### src/rtl/ccx_ic_sram.sv
// ccx_ic_sram: memory-side target for the core complex interconnect RAM port.
// Turns the core_mem_bus request/response stream into accesses on a
// single-port synchronous SRAM macro (one-cycle read latency). Requests are
// range-checked against BASE, writes are byte-strobed, and responses are
// returned in order through a small FIFO that absorbs response backpressure.
//
// Ports:
//   g_clk, g_reset          clock, synchronous active-high reset
//   mem_req/mem_gnt         request handshake (accept = mem_req && mem_gnt)
//   mem_wen/strb/addr/wdata request payload
//   mem_recv/mem_ack        response handshake (pop = mem_recv && mem_ack)
//   mem_error/mem_rdata     response payload from the FIFO head (0 when empty)
//   sram_*                  SRAM macro interface; sram_rdata valid one cycle
//                           after a read select
module ccx_ic_sram #(
    parameter int unsigned   AW        = 39,
    parameter int unsigned   DW        = 64,
    parameter int unsigned   DEPTH     = 8192,
    parameter logic [AW-1:0] BASE      = AW'(32'h0001_0000),
    parameter int unsigned   RSP_DEPTH = 3
) (
    input  logic                     g_clk,
    input  logic                     g_reset,
    input  logic                     mem_req,
    output logic                     mem_gnt,
    input  logic                     mem_wen,
    input  logic [DW/8-1:0]          mem_strb,
    input  logic [AW-1:0]            mem_addr,
    input  logic [DW-1:0]            mem_wdata,
    output logic                     mem_recv,
    input  logic                     mem_ack,
    output logic                     mem_error,
    output logic [DW-1:0]            mem_rdata,
    output logic                     sram_cs,
    output logic                     sram_wen,
    output logic [DW/8-1:0]          sram_bwe,
    output logic [$clog2(DEPTH)-1:0] sram_addr,
    output logic [DW-1:0]            sram_wdata,
    input  logic [DW-1:0]            sram_rdata
);

    localparam int unsigned SW   = DW / 8;
    localparam int unsigned OFFW = $clog2(SW);
    localparam int unsigned IDXW = $clog2(DEPTH);
    localparam int unsigned TAGW = AW - OFFW - IDXW;
    localparam int unsigned PW   = (RSP_DEPTH > 1) ? $clog2(RSP_DEPTH) : 1;
    localparam int unsigned CW   = $clog2(RSP_DEPTH + 1);

    localparam logic [TAGW-1:0] BASE_TAG = BASE[AW-1:OFFW+IDXW];

    // Accepted-but-not-popped transactions and the grant derived from it
    logic [CW-1:0] outstanding_q;
    logic [CW-1:0] outstanding_d;
    logic          gnt_q;

    // In-flight record for the access issued to the SRAM last cycle
    logic          s1_valid_q;
    logic          s1_err_q;
    logic          s1_read_q;

    // Response FIFO
    logic [DW-1:0] fifo_data_q [RSP_DEPTH];
    logic          fifo_err_q  [RSP_DEPTH];
    logic [PW-1:0] rd_ptr_q;
    logic [PW-1:0] wr_ptr_q;
    logic [CW-1:0] fifo_cnt_q;

    logic          in_range_c;
    logic          accept_c;
    logic          push_c;
    logic          pop_c;
    logic          fifo_empty_c;
    logic [DW-1:0] push_data_c;
    logic          unused_addr_c;

    function automatic logic [PW-1:0] ptr_inc(input logic [PW-1:0] p);
        return (p == PW'(RSP_DEPTH - 1)) ? '0 : p + PW'(1);
    endfunction

    // Request decode and handshakes; inputs are ignored while in reset
    assign in_range_c    = (mem_addr[AW-1:OFFW+IDXW] == BASE_TAG);
    assign accept_c      = !g_reset && mem_req && gnt_q;
    assign fifo_empty_c  = (fifo_cnt_q == '0);
    assign pop_c         = !g_reset && !fifo_empty_c && mem_ack;
    assign push_c        = s1_valid_q;
    assign unused_addr_c = ^mem_addr[OFFW-1:0];

    // Writes and out-of-range accesses return zero data
    assign push_data_c = (s1_read_q && !s1_err_q) ? sram_rdata : '0;

    // Outstanding count next value
    always_comb begin
        outstanding_d = outstanding_q;
        if (accept_c && !pop_c) begin
            outstanding_d = outstanding_q + CW'(1);
        end else if (!accept_c && pop_c) begin
            outstanding_d = outstanding_q - CW'(1);
        end
    end

    // Grant and in-flight stage; the grant is a pure register so there is
    // no combinational path from mem_ack or mem_req to mem_gnt
    always_ff @(posedge g_clk) begin
        if (g_reset) begin
            outstanding_q <= '0;
            gnt_q         <= 1'b1;
            s1_valid_q    <= 1'b0;
            s1_err_q      <= 1'b0;
            s1_read_q     <= 1'b0;
        end else begin
            outstanding_q <= outstanding_d;
            gnt_q         <= (outstanding_d < CW'(RSP_DEPTH));
            s1_valid_q    <= accept_c;
            s1_err_q      <= !in_range_c;
            s1_read_q     <= !mem_wen;
        end
    end

    // FIFO pointers and occupancy; the grant limit rules out overflow
    always_ff @(posedge g_clk) begin
        if (g_reset) begin
            rd_ptr_q   <= '0;
            wr_ptr_q   <= '0;
            fifo_cnt_q <= '0;
        end else begin
            if (push_c) begin
                wr_ptr_q <= ptr_inc(wr_ptr_q);
            end
            if (pop_c) begin
                rd_ptr_q <= ptr_inc(rd_ptr_q);
            end
            if (push_c && !pop_c) begin
                fifo_cnt_q <= fifo_cnt_q + CW'(1);
            end else if (!push_c && pop_c) begin
                fifo_cnt_q <= fifo_cnt_q - CW'(1);
            end
        end
    end

    // FIFO storage; contents are qualified by occupancy so need no reset
    always_ff @(posedge g_clk) begin
        if (push_c) begin
            fifo_data_q[wr_ptr_q] <= push_data_c;
            fifo_err_q[wr_ptr_q]  <= s1_err_q;
        end
    end

    assign mem_gnt   = gnt_q;
    assign mem_recv  = !fifo_empty_c;
    assign mem_error = !fifo_empty_c && fifo_err_q[rd_ptr_q];
    assign mem_rdata = fifo_empty_c ? '0 : fifo_data_q[rd_ptr_q];

    // SRAM drive straight from the accepted request
    assign sram_cs    = accept_c && in_range_c;
    assign sram_wen   = !g_reset && mem_wen;
    assign sram_bwe   = sram_wen ? mem_strb : '0;
    assign sram_addr  = mem_addr[OFFW+IDXW-1:OFFW];
    assign sram_wdata = mem_wdata;

endmodule

### config.mk
export PLATFORM = sky130hd
export DESIGN_NAME = ccx_ic_sram
export DESIGN_NICKNAME = d
export VERILOG_FILES = /design/src/rtl/ccx_ic_sram.sv
export SDC_FILE = /design/constraint.sdc
export NUM_CORES = 1
export LEC_CHECK = 0
export CAP_MARGIN = 20
export CORE_AREA = 2 2 131 133
export CTS_CLUSTER_DIAMETER = 50
export DETAILED_ROUTE_END_ITERATION = 6
export DIE_AREA = 0 0 133 135
export DONT_BUFFER_PORTS = 1
export PLACE_DENSITY = 0.71
export SYNTH_ARGS = -nofsm -noshare
export SYNTH_HDL_FRONTEND = slang
export SYNTH_SLANG_ARGS = --single-unit
### constraint.sdc
create_clock -name g_clk -period 12.3 [get_ports g_clk]
set_clock_uncertainty 0.1 [all_clocks]
set_input_delay 2.46 -clock g_clk [delete_from_list [all_inputs] [get_ports g_clk]]
set_output_delay 2.46 -clock g_clk [all_outputs]
set_load 0.03 [all_outputs]
=== Yosys cells after proc, flatten, opt, wreduce, memory -nomap -nowiden ===
Memory sizes are Yosys's and may differ from the RTL's. A register that Yosys moved wholly into a read port is not among the register bits.
Cells that the tools add are included.

* Add/subtract/negate cells: 6
* Magnitude comparators: 1
* Equality and inequality tests: 3
* Multiplexer cells: 15
* Reduce and logical (&&, ||, !) cells: 22

{| class="wikitable"
|+ Operators by type and width
! cell !! count
|-
| 64-bit two-way mux || 2
|-
| 23-bit by 1-bit equality test with 1-bit output, second input constant || 1
|-
| 2-bit two-way mux || 10
|-
| 1-bit logical AND || 12
|-
| 2-bit by 1-bit adder with 2-bit output, second input constant || 4
|-
| 1-bit zero test || 8
|-
| 8-bit two-way mux || 1
|-
| 2-bit equality test, second input constant || 2
|-
| 2-bit by 1-bit subtractor with 2-bit output, second input constant || 2
|-
| 2-bit zero test || 1
|-
| 2-bit < comparator, second input constant || 1
|-
| 1-bit two-way mux || 2
|-
| 2-bit nonzero test || 1
|}

* Register bits after elaboration: 12
* RAM bits: 195
* Output and inout port bits: 154
* Logic and storage cells: 57
* Memories: 2

{| class="wikitable"
|+ Memories
! memory !! depth !! bits a word !! rd ports !! clocked after memory_dff !! write ports !! RTL line !! RTL
|-
| fifo_data_q || 3 || 64 || 1 || 1 || 1 || 62 || <nowiki>logic [DW-1:0] fifo_data_q [RSP_DEPTH];</nowiki>
|-
| fifo_err_q || 3 || 1 || 1 || 1 || 1 || 63 || <nowiki>logic fifo_err_q [RSP_DEPTH];</nowiki>
|}

=== Depth between registers and ports, before layout ===
Gate-level depths: netlist (run 1).

* Depth after elaboration: 8
* Mapped depth: 7

=== Worst setup path after synthesis (run 1) ===
Ideal clock, no wire load.

* Path kind: input port to output port
* Start: input mem_addr[17]
* End: output sram_cs
* Data arrival time: 3.866 ns
* Data required time: 9.740 ns
* Slack: 5.874 ns
* Cell stages on the path: 3
* Path buffers: 0
* Path through: nor4b_1 nand4_1 nor4_1

* Longest elaborated chain between the ends: 2

{| class="wikitable"
|+ RTL lines
! element !! RTL line !! RTL
|-
| from (decl) || 28 || <nowiki>input logic [AW-1:0] mem_addr,</nowiki>
|-
| 23-bit by 1-bit equality test with 1-bit output || 81 || <nowiki>assign in_range_c = (mem_addr[AW-1:OFFW+IDXW] == BASE_TAG);</nowiki>
|-
| 1-bit logical AND || 154 || <nowiki>assign sram_cs = accept_c && in_range_c;</nowiki>
|-
| to (decl) || 34 || <nowiki>output logic sram_cs,</nowiki>
|}

No other way between the ends.

=== Worst setup path in the final report (run 1) ===
* Start: input mem_wen
* End: output sram_bwe[0]

* Longest elaborated chain between the ends: 2

{| class="wikitable"
|+ RTL lines
! element !! RTL line !! RTL
|-
| from (decl) || 26 || <nowiki>input logic mem_wen,</nowiki>
|-
| 1-bit logical AND || 155 || <nowiki>assign sram_wen = !g_reset && mem_wen;</nowiki>
|-
| 8-bit two-way mux || 156 || <nowiki>assign sram_bwe = sram_wen ? mem_strb : '0;</nowiki>
|-
| to (decl) || 36 || <nowiki>output logic [DW/8-1:0] sram_bwe,</nowiki>
|}

No other way between the ends.

==> qor.yml, run 1 <==
clock_tree:
  clockBufferDepth: 3
  cts_setup_buffers: 0
  ctsHoldBuffers: 0
  cts_tree: "done"
  cts_inserted_buffers: 22
  cts_resized: 0
  clockRootBuffer: "clkbuf_16"
  cts_max_level: 1
  path_clk_slew_ns: 0.05
  clkSinkCount: 209
  insertion_delay_ns: 0.51
floorplan:
  rows: 47
  core_area_um2: 16400
  die_h_um: 135
  ios: 334
  dieArea_um2: 18000
  fp.dieW_um: 133
  initial_core_util_pct: 55.7
routing:
  wl_per_cell_um: 20.7
  vias: 4901
  drc_errors: 0
  routed_via_density: 5.62
  drt_iter0_drc: 365
  wl_um: 18100
  ant_nets: 0
  firstDrtPassIters: 4
worst_setup_path:
  max_stage_delay_ns: 0.66
  cp-start-kind: "primary input"
  cpMaxStageDelayCell: "nor2b_1"
  worstPathArrival_ns: 3.55
  critPathTopFamily: "simple AND/OR/NAND/NOR gates"
  reg2reg_from: "wr_ptr_q[1]$_SDFFE_PP0P_"
  cp-end-kind: "primary output"
  worstSetupPathType: "primary input to primary output"
  required_ns: 9.74
  reg2reg_depth: 3
  crit_path_max_fanout: 9
  rrSetupSlack_ns: 10.09
  rr_endpoint: "fifo_data_q[2][49]$_DFFE_PP_"
  crit_chain: "nor2b_1, and2_1"
  critPathBufInv: 0
worst_hold_path:
  min_to: "rd_ptr_q[0]$_SDFFE_PP0P_"
  whs_path_depth: 1
  min_path_type: "flip-flop to flip-flop"
  min_from: "rd_ptr_q[0]$_SDFFE_PP0P_"
global_routing:
  met3_usage_pct: 8.41
  antenna_found_initial: 4
  grtUsageTotal_pct: 19.4
  grt_pass1_wl_um: 27000
  grt_pass1_vias: 4993
  overflow: 0
  grt.met2_usage_pct: 32.2
  grt_max_degree: 67
  use_met1_pct: 22.8
  grt.busiest_layer: "met2"
pwr:
  p_leak_nw: 3.21
  p_total_w: 0.00172
  p_int_w: 0.00124
  swShare_pct: 27.9
  p_comb_share_pct: 15.2
  ir_drop_v: 0.000156
  p_clk_share_pct: 37.0
  power_switching_w: 0.000480
  sequentialPowerShare_pct: 47.8
  power.density_nw_per_um2: 181
timing:
  slew_viol_final: 0
  post-route-period-util_pct: 49.7
  rsz0062_at_grt: "false"
  timing_hold_violations_final: 0
  setup_viol: 0
  fin_setup_tns_ns: 0
  worst_pin_slew_ns: 0.848
  slew_headroom_pct: 43.3
  finalCriticalPeriod_ns: 6.11
  fmax_mhz: 164
yosys:
  syn_nets: 895
  synth_fa_ha_area_share_pct: 0.137
  synth_simple_gate_area_share_pct: 12.4
  synth_area_leaders: "edfxtp_1 (64%), mux2i_1 (7.2%), buf_4 (6.8%)"
  synth_top_family_by_area: "simple AND/OR/NAND/NOR gates"
  synth.largest_area_cell: "edfxtp_1"
  syn_area_per_cell_um2: 12.8
  ys_warn_count: 0
  synth-xor-area-share_pct: 0.383
  synth_top_cell_area_share_pct: 64.0
  yosysUniqueCellTypes: 29
  yosysSeqAreaShare_pct: 67.1
  synthCells: 714
  synth_mux_area_share_pct: 7.35
  syn-cell-area_um2: 9150
  synth-compound-area-share_pct: 4.36
  yosys_register_bits: 209
status:
  outcome: "finished, final reports clean"
cells_and_area:
  fin_nets: 815
  drive_gt1_share_pct: 7.55
  design_area_um2: 9500
  layout.area.seq_um2: 6140
  utilization_pct: 57.9
  area_growth_pct: 3.89
  layout_commonest_cell: "edfxtp_1"
  mostFrequentLayoutCells: "edfxtp_1 (195), nor2_1 (141), a21oi_1 (72), and2_1 (72), mux2i_1 (66)"
  fillCellCount: 1277
  multi_input_area_um2: 2290
placed_design:
  gp_congestion: 0.721
  hpwlAfterDp_um: 11200
  io_buffers: 0
  dpl-instance-area_um2: 8790
job:
  maxCapViolations: 0
[logic make-up (layout without fill, tap and decap cells)]
kind of cell,Yosys count,count (layout)
other,0,3
buffers and inverters,117,52
XOR/XNOR,4,4
multiplexers,67,67
AO/OA/AOI/OAI,77,77
AND/OR/NAND/NOR,239,239
flip-flops,209,209
adder cells (fa/ha/maj),1,1
[layer usage]
layer	vias up	share of wire, %	wire [µm]
met3	50	10	1880
met2	233	49	8830
met1	2333	38	6850
met4	4	2.6	470
met5	-	0.30	54
li1	2281	-	-
[state kept, by name (all words and copies together) (netlist names), named ones only]
register and cells:
fifo_data_q 192, fifo_err_q 3, fifo_cnt_q 2, outstanding_q 2, rd_ptr_q 2, wr_ptr_q 2
mem_gnt 1, push_c 1, s1_err_q 1, s1_read_q 1
[through the flow]
stage / std cells / worst slack, ns / hold slack [ns]
5_1_grt: 869 / 6.10 / 0.462
2_1_floorplan: 714 / 5.87 / 0.344
3_5_place_dp: 830 / 6.18 / 0.415
6_report: 872 / 6.19 / 0.436
3_3_place_gp: 830 / 6.21 / 0.399
4_1_cts: 869 / 6.18 / 0.435
[power by group through the flow]
| stage | sequential [W] | combinational [W] | clock (W) |
|---|---|---|---|
| finish | 0.000825 | 0.000262 | 0.000638 |
| global route | 0.000828 | 0.000284 | 0.000674 |
| CTS | 0.000825 | 0.000266 | 0.000648 |
| floorplan | 0.000826 | 0.000284 | 0 |
| detailed placement | 0.000839 | 0.000265 | 0 |
| global placement | 0.000837 | 0.000259 | 0 |
[how the worst max path moves through the flow]
stage                            start           to  cells past startpoint
final                          mem_wen  sram_bwe[0]                      2
after global routing           mem_wen  sram_bwe[0]                      2
after CTS                      mem_wen  sram_bwe[5]                      2
after detailed placement       mem_wen  sram_bwe[5]                      2
after global placement         mem_wen  sram_bwe[0]                      2
after floorplan           mem_addr[17]      sram_cs                      3
[synthesized netlist by cell type, drive strengths merged]
master and count:
nand2 4, o21ai 2, a21o 1, xor2 2
nor3b 2, ha 1, nor4b 2, or3 1
clkbuf 23, mux2i 66, dfxtp 14, nor2b 4
edfxtp 195, buf 91, mux2 1, nor4 5
and3 1, a21oi 72, nand4 1, a22o 2
nor2 144, inv 3, nor3 3, and2 72
xnor2 2
[cell type report]
type                    count  share of cell area (%)
well taps                 220                    2.90
clock inverters             8                    1.13
inverters                   3                   0.119
diodes                      3                  0.0790
multi-input cells         388                    24.1
repair buffers             10                   0.790
flip-flops and latches    209                    64.7
clock buffers              31                    6.25
Note: power is estimated with default switching activity, not from simulation.
==> run 2, diff against run 1 <==
Clock period 12.3 ns to 6.3 ns, I/O delays scaled along.
==> run 2 against run 1 <==
- register-to-register slack worse by 5.9 ns
- global-route usage up 0.062 points
- non-clock buffer count unchanged
- via count about the same
- first-iteration DRC count down 22%
- die area unchanged
==> qor.yml, run 2 (synthesized netlist as in run 1, its figures left out) <==
worst_setup_path:
  reg2reg_depth: 3
  cp-end-kind: "primary output"
  required_ns: 4.94
  cp-start-kind: "flip-flop"
  worstPathArrival_ns: 2.75
  worstSetupPathType: "flip-flop to primary output"
  crit_path_max_fanout: 34
clock_tree:
  cts_inserted_buffers: 24
  clockBufferDepth: 3
  cts_tree: "done"
  cts_resized: 0
  ctsHoldBuffers: 0
  clockRootBuffer: "clkbuf_16"
  path_clk_slew_ns: 0.06
  cts_setup_buffers: 0
  insertion_delay_ns: 0.49
  cts_max_level: 1
  clkSinkCount: 209
pwr:
  ir_drop_v: 0.000239
  power.density_nw_per_um2: 361
  p_leak_nw: 3.26
timing:
  fmax_mhz: 243
  post-route-period-util_pct: 65.3
  rsz0062_at_grt: "false"
  setup_viol: 0
  finalCriticalPeriod_ns: 4.11
  slew_headroom_pct: 43.3
  hold_ws_ns: 0.425
  timing_hold_violations_final: 0
  worst_pin_slew_ns: 0.849
  fin_setup_tns_ns: 0
  slew_viol_final: 0
cells_and_area:
  layout_commonest_cell: "edfxtp_1"
  fin_nets: 817
  area_growth_pct: 4.79
  drive_gt1_share_pct: 8.41
  reg_top3: "fifo_data_q x192, fifo_err_q x3"
  fillCellCount: 1300
  mostFrequentLayoutCells: "edfxtp_1 (195), nor2_1 (141), a21oi_1 (72), and2_1 (72), mux2i_1 (66)"
  largest_reg_flops: 192
  largest_register: "fifo_data_q"
worst_hold_path:
  whs_path_depth: 0
  min_path_type: "flip-flop to flip-flop"
placed_design:
  hpwlAfterDp_um: 11100
  io_buffers: 0
  gp_congestion: 0.700
floorplan:
  core_area_um2: 16400
  ios: 334
  die_h_um: 135
  rows: 47
  fp.dieW_um: 133
  dieArea_um2: 18000
  initial_core_util_pct: 55.7
global_routing:
  overflow: 0
  grt_pass1_vias: 5137
  grt_pass1_wl_um: 27300
  grt_max_degree: 68
  antenna_found_initial: 5
  grtUsageTotal_pct: 19.5
routing:
  vias: 4903
  drc_errors: 0
  routed_via_density: 5.58
  wl_per_cell_um: 20.6
  drt_iter0_drc: 284
  ant_nets: 0
  firstDrtPassIters: 5
  wl_um: 18100
status:
  outcome: "finished, final reports clean"
job:
  maxCapViolations: 0
run 2: cell types whose count changed in the layout (fill, tap and decap cells not counted), moves of 2 or more:
cell	previous run	this run
clkinv_1	1	3
clkbuf_16	22	25
clkinv_2	1	5
clkbuf_1	8	5
clkinvlp_4	3	1
run 2: per-stage QoR:
stage          worst slack, ns  std cells  utilization (%)  cell area, µm²  total power, W
2_1_floorplan            0.413        714                -            9150         0.00217
6_report                  2.19        878             58.4            9580         0.00346
3_3_place_gp              2.61        830             53.6            8790         0.00214
3_5_place_dp              2.59        830             53.6            8790         0.00215
4_1_cts                   2.12        874             58.4            9570         0.00349
5_1_grt                   1.95        876             58.4            9580         0.00359
run 2: where the power goes:
group	switching, W	internal, W
logic	0.000384	0.000124
clock network	0.000519	0.000821
registers	0.0000478	0.00156
run 2: per-layer routing:
| metal | wire length (µm) | GRT usage [%] |
|---|---|---|
| met5 | 55 | 1.67 |
| met4 | 258 | 4.84 |
| met3 | 1850 | 8.00 |
| met2 | 8860 | 33.7 |
| met1 | 7050 | 22.6 |
run 2: area by class of cell:
| class | count | area, µm² | area share, % |
|---|---|---|---|
| diodes | 4 | 10.0 | 0.104 |
| clock buffers | 31 | 658 | 6.87 |
| clock inverters | 13 | 124 | 1.29 |
| inverters | 3 | 11.3 | 0.117 |
| multi-input cells | 388 | 2290 | 23.9 |
| flip-flops and latches | 209 | 6140 | 64.1 |
| well taps | 220 | 275 | 2.87 |
| repair buffers | 10 | 75.1 | 0.783 |
run 2: path summary, 6_finish.rpt:
check	start	endpoint	slack (ns)
max	flip-flop	mem_rdata[25]	2.19
min	s1_err_q$_SDFF_PP0_	fifo_err_q[2]$_DFFE_PP_	0.42
max reg2reg	wr_ptr_q[1]$_SDFFE_PP0P_	fifo_data_q[2][27]$_DFFE_PP_	4.15
min reg2reg	s1_err_q$_SDFF_PP0_	fifo_err_q[2]$_DFFE_PP_	0.42
run 2: critical path: stages, from the launching register on:
cell	delay, ns
dfxtp_4	0.75
buf_4	0.62
mux2i_1	0.15
nor2_1	0.10
a21oi_1	0.06
nor2_1	0.55
